**src/rtl/generic_bus_arbiter.sv**
```systemverilog
// rtl/generic_bus_arbiter.sv - round-robin arbiter sharing one GenericBus subordinate port between managers
module generic_bus_arbiter #(
    parameter int NumMgrs   = 2,
    parameter int DataWidth = 32,
    parameter int AddrWidth = 32,
    parameter int ProtWidth = 4
) (
    input  logic                           clk,
    input  logic                           reset,

    input  logic [NumMgrs-1:0]             mgrWEn,
    input  logic [NumMgrs-1:0]             mgrREn,
    input  logic [NumMgrs*AddrWidth-1:0]   mgrAddr,
    input  logic [NumMgrs*DataWidth-1:0]   mgrWData,
    input  logic [NumMgrs*DataWidth/8-1:0] mgrWStrb,
    input  logic [NumMgrs-1:0]             mgrIsBurst,
    input  logic [NumMgrs*2-1:0]           mgrBurstType,
    input  logic [NumMgrs*8-1:0]           mgrBurstLen,
    input  logic [NumMgrs-1:0]             mgrNonSec,
    input  logic [NumMgrs*ProtWidth-1:0]   mgrProt,
    output logic [NumMgrs*DataWidth-1:0]   mgrRData,
    output logic [NumMgrs-1:0]             mgrBusy,
    output logic [NumMgrs-1:0]             mgrError,

    output logic                           subWEn,
    output logic                           subREn,
    output logic [AddrWidth-1:0]           subAddr,
    output logic [DataWidth-1:0]           subWData,
    output logic [DataWidth/8-1:0]         subWStrb,
    output logic                           subIsBurst,
    output logic [1:0]                     subBurstType,
    output logic [7:0]                     subBurstLen,
    output logic                           subNonSec,
    output logic [ProtWidth-1:0]           subProt,
    input  logic [DataWidth-1:0]           subRData,
    input  logic                           subBusy,
    input  logic                           subError,

    output logic [NumMgrs-1:0]             grant
);

    localparam int StrbWidth = DataWidth / 8;
    localparam int IdxW      = (NumMgrs > 1) ? $clog2(NumMgrs) : 1;

    typedef enum logic [1:0] {
        ST_IDLE   = 2'd0,
        ST_OWNED  = 2'd1,
        ST_LOCKED = 2'd2
    } state_e;

    state_e              state_q, state_d;
    logic [NumMgrs-1:0]  grant_q, grant_d;
    logic [IdxW-1:0]     rr_ptr_q, rr_ptr_d;
    logic [7:0]          beats_left_q, beats_left_d;

    logic [NumMgrs-1:0]  req;
    logic                owner_req;
    logic                beat_done;
    logic                arb_found;
    logic [IdxW-1:0]     arb_idx;
    logic                do_arb;

    assign req       = mgrWEn | mgrREn;
    // grant_q is all-zero in IDLE, so these are naturally false there
    assign owner_req = |(req & grant_q);
    assign beat_done = owner_req && !subBusy;
    assign grant     = grant_q;

    // Round-robin search: first requester found scanning upward from rr_ptr+1;
    // the previous winner sits at rr_ptr and is therefore checked last.
    always_comb begin
        int cand;
        cand      = 0;
        arb_found = 1'b0;
        arb_idx   = '0;
        for (int k = 1; k <= NumMgrs; k++) begin
            cand = (int'(rr_ptr_q) + k) % NumMgrs;
            if (!arb_found && req[IdxW'(cand)]) begin
                arb_found = 1'b1;
                arb_idx   = IdxW'(cand);
            end
        end
    end

    // Forward the owner's vital and hint signals; everything is zero with no owner.
    always_comb begin
        subWEn       = 1'b0;
        subREn       = 1'b0;
        subAddr      = '0;
        subWData     = '0;
        subWStrb     = '0;
        subIsBurst   = 1'b0;
        subBurstType = '0;
        subBurstLen  = '0;
        subNonSec    = 1'b0;
        subProt      = '0;
        for (int i = 0; i < NumMgrs; i++) begin
            if (grant_q[i]) begin
                subWEn       = mgrWEn[i];
                subREn       = mgrREn[i];
                subAddr      = mgrAddr[i*AddrWidth +: AddrWidth];
                subWData     = mgrWData[i*DataWidth +: DataWidth];
                subWStrb     = mgrWStrb[i*StrbWidth +: StrbWidth];
                subIsBurst   = mgrIsBurst[i];
                subBurstType = mgrBurstType[i*2 +: 2];
                subBurstLen  = mgrBurstLen[i*8 +: 8];
                subNonSec    = mgrNonSec[i];
                subProt      = mgrProt[i*ProtWidth +: ProtWidth];
            end
        end
    end

    // Return path: owner sees the subordinate directly, waiting requesters are stalled.
    always_comb begin
        mgrRData = '0;
        mgrBusy  = '0;
        mgrError = '0;
        for (int i = 0; i < NumMgrs; i++) begin
            if (grant_q[i]) begin
                mgrRData[i*DataWidth +: DataWidth] = subRData;
                mgrBusy[i]                         = subBusy;
                mgrError[i]                        = subError;
            end else begin
                mgrBusy[i] = req[i];
            end
        end
    end

    // Next-state logic: ownership, burst lock and hand-over in the releasing cycle.
    always_comb begin
        state_d      = state_q;
        grant_d      = grant_q;
        rr_ptr_d     = rr_ptr_q;
        beats_left_d = beats_left_q;
        do_arb       = 1'b0;

        case (state_q)
            ST_IDLE: begin
                do_arb = 1'b1;
            end
            ST_OWNED: begin
                if (!owner_req) begin
                    do_arb = 1'b1;
                end else if (beat_done) begin
                    if (subIsBurst && (subBurstLen != 8'd0)) begin
                        // First beat done; subBurstLen more beats follow under lock
                        state_d      = ST_LOCKED;
                        beats_left_d = subBurstLen;
                    end else begin
                        do_arb = 1'b1;
                    end
                end
            end
            ST_LOCKED: begin
                // A dropped request only stalls the burst, it never releases it
                if (beat_done) begin
                    if (subError || (beats_left_q == 8'd1)) begin
                        do_arb = 1'b1;
                    end else begin
                        beats_left_d = beats_left_q - 8'd1;
                    end
                end
            end
            default: begin
                do_arb = 1'b1;
            end
        endcase

        if (do_arb) begin
            beats_left_d = 8'd0;
            if (arb_found) begin
                state_d          = ST_OWNED;
                grant_d          = '0;
                grant_d[arb_idx] = 1'b1;
                rr_ptr_d         = arb_idx;
            end else begin
                state_d = ST_IDLE;
                grant_d = '0;
            end
        end
    end

    // State registers; reset leaves the pointer on the last manager so manager 0 wins first.
    always_ff @(posedge clk) begin
        if (reset) begin
            state_q      <= ST_IDLE;
            grant_q      <= '0;
            rr_ptr_q     <= IdxW'(NumMgrs - 1);
            beats_left_q <= 8'd0;
        end else begin
            state_q      <= state_d;
            grant_q      <= grant_d;
            rr_ptr_q     <= rr_ptr_d;
            beats_left_q <= beats_left_d;
        end
    end

endmodule

```
**config.mk**
```make
export PLATFORM = sky130hd
export DESIGN_NAME = generic_bus_arbiter
export DESIGN_NICKNAME = d
export VERILOG_FILES = /design/src/rtl/generic_bus_arbiter.sv
export SDC_FILE = /design/constraint.sdc
export NUM_CORES = 1
export LEC_CHECK = 0
export BUFFER_PORTS_ARGS = -buffer_cell sky130_fd_sc_hd__buf_4
export CORE_AREA = 3 3 141 143
export DETAILED_ROUTE_END_ITERATION = 7
export DIE_AREA = 0 0 144 146
export MAX_ROUTING_LAYER = met4
export PLACE_DENSITY_LB_ADDON = 0.15
export SYNTH_ARGS = -nofsm -noshare
export SYNTH_HDL_FRONTEND = slang
export SYNTH_SLANG_ARGS = --single-unit
```
**constraint.sdc**
```tcl
create_clock -name clk -period 1.8 [get_ports clk]
set_input_delay 0.09 -clock clk [delete_from_list [all_inputs] [get_ports clk]]
set_output_delay 0.09 -clock clk [all_outputs]
set_load 0.02 [all_outputs]
```
==> results.py <==
metrics = {
    "clock_tree": {
        "cts_root_buf": "clkbuf_16",
        "cts_buffers": 3,
        "cts_buffer_depth": 2,
        "cts_htree_levels": 1,
        "clkTransAtPathRegs_ns": 0.05,
        "cts_hold_buffers": 0,
        "clock_sinks": 13,
        "worstSkewPairLatency_ns": 0.24,
        "cts_tree": "done",
    },
    "final_layout": {
        "layout_common_cells": "buf_4 (390), a22o_1 (82), and2_1 (67)",
        "fin_cells": 914,
        "area_growth_pct": 150,
        "layout_commonest_cell": "buf_4",
        "drive_above_1_share_pct": 61.8,
        "final_nets": 893,
        "nFillCells": 2016,
        "diodes": 0,
    },
    "power_and_ir_drop": {
        "switching_share_pct": 43.6,
        "p_leak_nw": 2.95,
        "power_mw": 3.00,
        "power.internal_mw": 1.69,
        "pwr-share-clk_pct": 14.4,
        "p_seq_share_pct": 10.6,
        "power_frac_comb_pct": 75.0,
        "ir_drop_v": 0.000276,
        "p_sw_mw": 1.31,
        "power_density_mw_per_mm2": 530,
    },
    "yosys": {
        "synth_cell_type_count": 43,
        "syn-cell-area_sq_mm": 0.00226,
        "syn_nets": 524,
        "syn_avg_cell_area_sq_um": 7.24,
        "synth-seq-cells": 13,
        "netlist_instances": 312,
        "synth_top_flop_cell": "dfxtp_1",
        "synthArstFlopShare_pct": 0,
        "ys_warn_count": 0,
        "synth_edf_count": 0,
        "ys_seq_area_share_pct": 11.5,
    },
    "sta": {
        "tightest_slew_ns": 0.380,
        "period_needed_ns": 1.75,
        "max_freq_mhz": 571,
        "finClkSkew_ns": 0.00303,
        "hold_viol": 0,
        "period_share_pct": 97.2,
        "drv_slew": 0,
        "setup_ws_ns": 0.0498,
        "setup_viol": 0,
        "max_slew_margin_pct": 74.7,
    },
    "die": {
        "initial_core_util_pct": 12.1,
        "die_y_um": 146,
        "num_io_pins": 364,
        "fp.dieW_um": 144,
        "core_area_sq_mm": 0.0187,
        "core.rowCount": 50,
        "dieArea_sq_mm": 0.0210,
    },
    "routing": {
        "antenna_left": 0,
        "wl_mm": 19.1,
        "drtPass1Iterations": 4,
        "first_iter_violations": 228,
        "post_drt_wl_per_cell_um": 20.9,
        "drc": 0,
        "via_count": 4082,
        "drt-vias-per-instance": 4.47,
    },
    "critical_path": {
        "ff2ff_path_depth": 6,
        "worstPathMaxFanout": 8,
        "crit_required_ns": 1.92,
        "r2r-end": "beats_left_q[0]",
        "worstReg2RegStart": "grant[1]",
        "end_kind": "flop",
        "critical_path_class": "reg -> reg",
        "arrival_ns": 1.87,
        "start_kind": "flop",
        "reg2reg_slack_ns": 0.05,
    },
    "grt": {
        "gr-usage-all-layers_pct": 17.1,
        "grt_pass1_vias": 4063,
        "grt_pass1_wl_mm": 26.5,
        "grt_max_degree": 51,
        "antenna_found_initial": 0,
        "grt-ovfl-total": 0,
    },
    "place": {
        "dp_hpwl_mm": 16.6,
        "place_ws_ns": -0.0533,
        "numPortBuffers": 363,
        "place_congestion": 0.906,
        "dp.cells": 905,
    },
    "run": {
        "drv_cap": 0,
    },
    "min_path": {
        "min_path_type": "in -> reg",
        "hold_end": "grant[1]",
        "min_from": "reset",
        "hold_path_depth": 2,
    },
    "run_status": {
        "status": "completed",
    },
}
-- worst max-delay path, cell delays in order (launching register included) --
cell	delay, ns
dfxtp_4	0.38
and2b_4	0.31
o211ai_4	0.13
and3_4	0.21
buf_4	0.16
o31ai_1	0.34
a21oi_2	0.09
-- cells by family (layout without fill, tap and decap cells) --
family | Yosys count | count (layout) | synth area share, %
compound gates | 138 | 138 | 48.8
simple gates | 114 | 114 | 29.9
buf+inv | 42 | 410 | 7.14
flops | 13 | 13 | 11.5
fa+ha+maj | 4 | 4 | 2.21
mux | 1 | 1 | 0.443
-- cell usage after synthesis (2+ instances only) --
library cell	count	area [sq um]
a22o_1	83	727
and2_1	68	425
clkbuf_1	19	71.3
a21oi_1	15	75.1
dfxtp_1	13	260
inv_1	11	41.3
nand2_1	10	37.5
buf_1	9	33.8
nand3_1	9	45.0
nor2_1	7	26.3
a31oi_1	5	31.3
nor3_1	5	25.0
o21ai_0	5	25.0
ha_1	4	50.1
o31ai_1	4	30.0
a21o_1	3	22.5
a22oi_1	3	22.5
buf_2	3	15.0
nor4_1	3	18.8
o211ai_1	3	22.5
o21ai_1	3	15.0
or4_1	3	22.5
a211oi_1	2	15.0
a32o_1	2	20.0
nor2b_1	2	12.5
-- layout make-up --
| cell class | instances | area, sq um | area share, % |
|---|---|---|---|
| multi-input cells | 257 | 1930 | 34.1 |
| inverters | 11 | 41.3 | 0.731 |
| clock buffers | 4 | 78.8 | 1.40 |
| flip-flops and latches | 13 | 267 | 4.72 |
| repair buffers | 395 | 3040 | 53.9 |
| well taps | 234 | 293 | 5.18 |
-- flip-flops by register name, indices dropped and copies added (netlist names) --
signal,cells
beats_left_q,8
rr_ptr_q,1
state_q,2
grant,2
-- how the worst max path moves through the flow --
stage                               from         endpoint  slack (ns)  depth (start not counted)
final                           grant[1]  beats_left_q[0]        0.05                          6
after floorplan               state_q[0]  beats_left_q[4]       -0.02                          9
after CTS                       grant[1]       subProt[2]       0.003                          5
after detailed placement  mgrBurstLen[6]         grant[0]       -0.05                          7
after global routing            grant[1]  beats_left_q[0]       -0.02                          6
after global placement    mgrBurstLen[6]         grant[0]       -0.03                          7
-- per-layer routing --
| metal | track usage, % | part of all wire (%) | vias to the layer above |
|---|---|---|---|
| met5 | - | 0 | - |
| met4 | 2.17 | 1.1 | 0 |
| met3 | 4.24 | 7.9 | 10 |
| met2 | 29.4 | 52 | 173 |
| met1 | 20.8 | 39 | 1965 |
| li1 | - | - | 1934 |
-- per-stage QoR --
step / util [%] / TNS, ns / cell area [sq um] / hold slack (ns)
after global placement: 28.9 / -0.0252 / 5400 / 0.301
final: 30.2 / 0 / 5650 / 0.0458
after CTS: 29.6 / 0 / 5540 / 0.0508
after global routing: 30.2 / -0.0181 / 5650 / 0.0548
after floorplan: - / -0.0193 / 2280 / 0.152
after detailed placement: 28.9 / -0.179 / 5400 / 0.302
-- power by group through the flow --
stage          logic (mW)  clock network, mW  registers, mW
3_3_place_gp         2.16                  0          0.322
2_1_floorplan       0.991                  0          0.322
5_1_grt              2.38              0.444          0.321
4_1_cts              2.22              0.435          0.318
6_report             2.25              0.431          0.319
3_5_place_dp         2.16                  0          0.322
-- timing repair --
action | in CTS | in global routing
cloned | 1 | 1
pin swaps | 0 | 3
setup endpoints to repair | 7 | 20
resized for setup | 6 | 13
setup buffers | 0 | 3
Note: power is estimated with default switching activity, not from simulation.
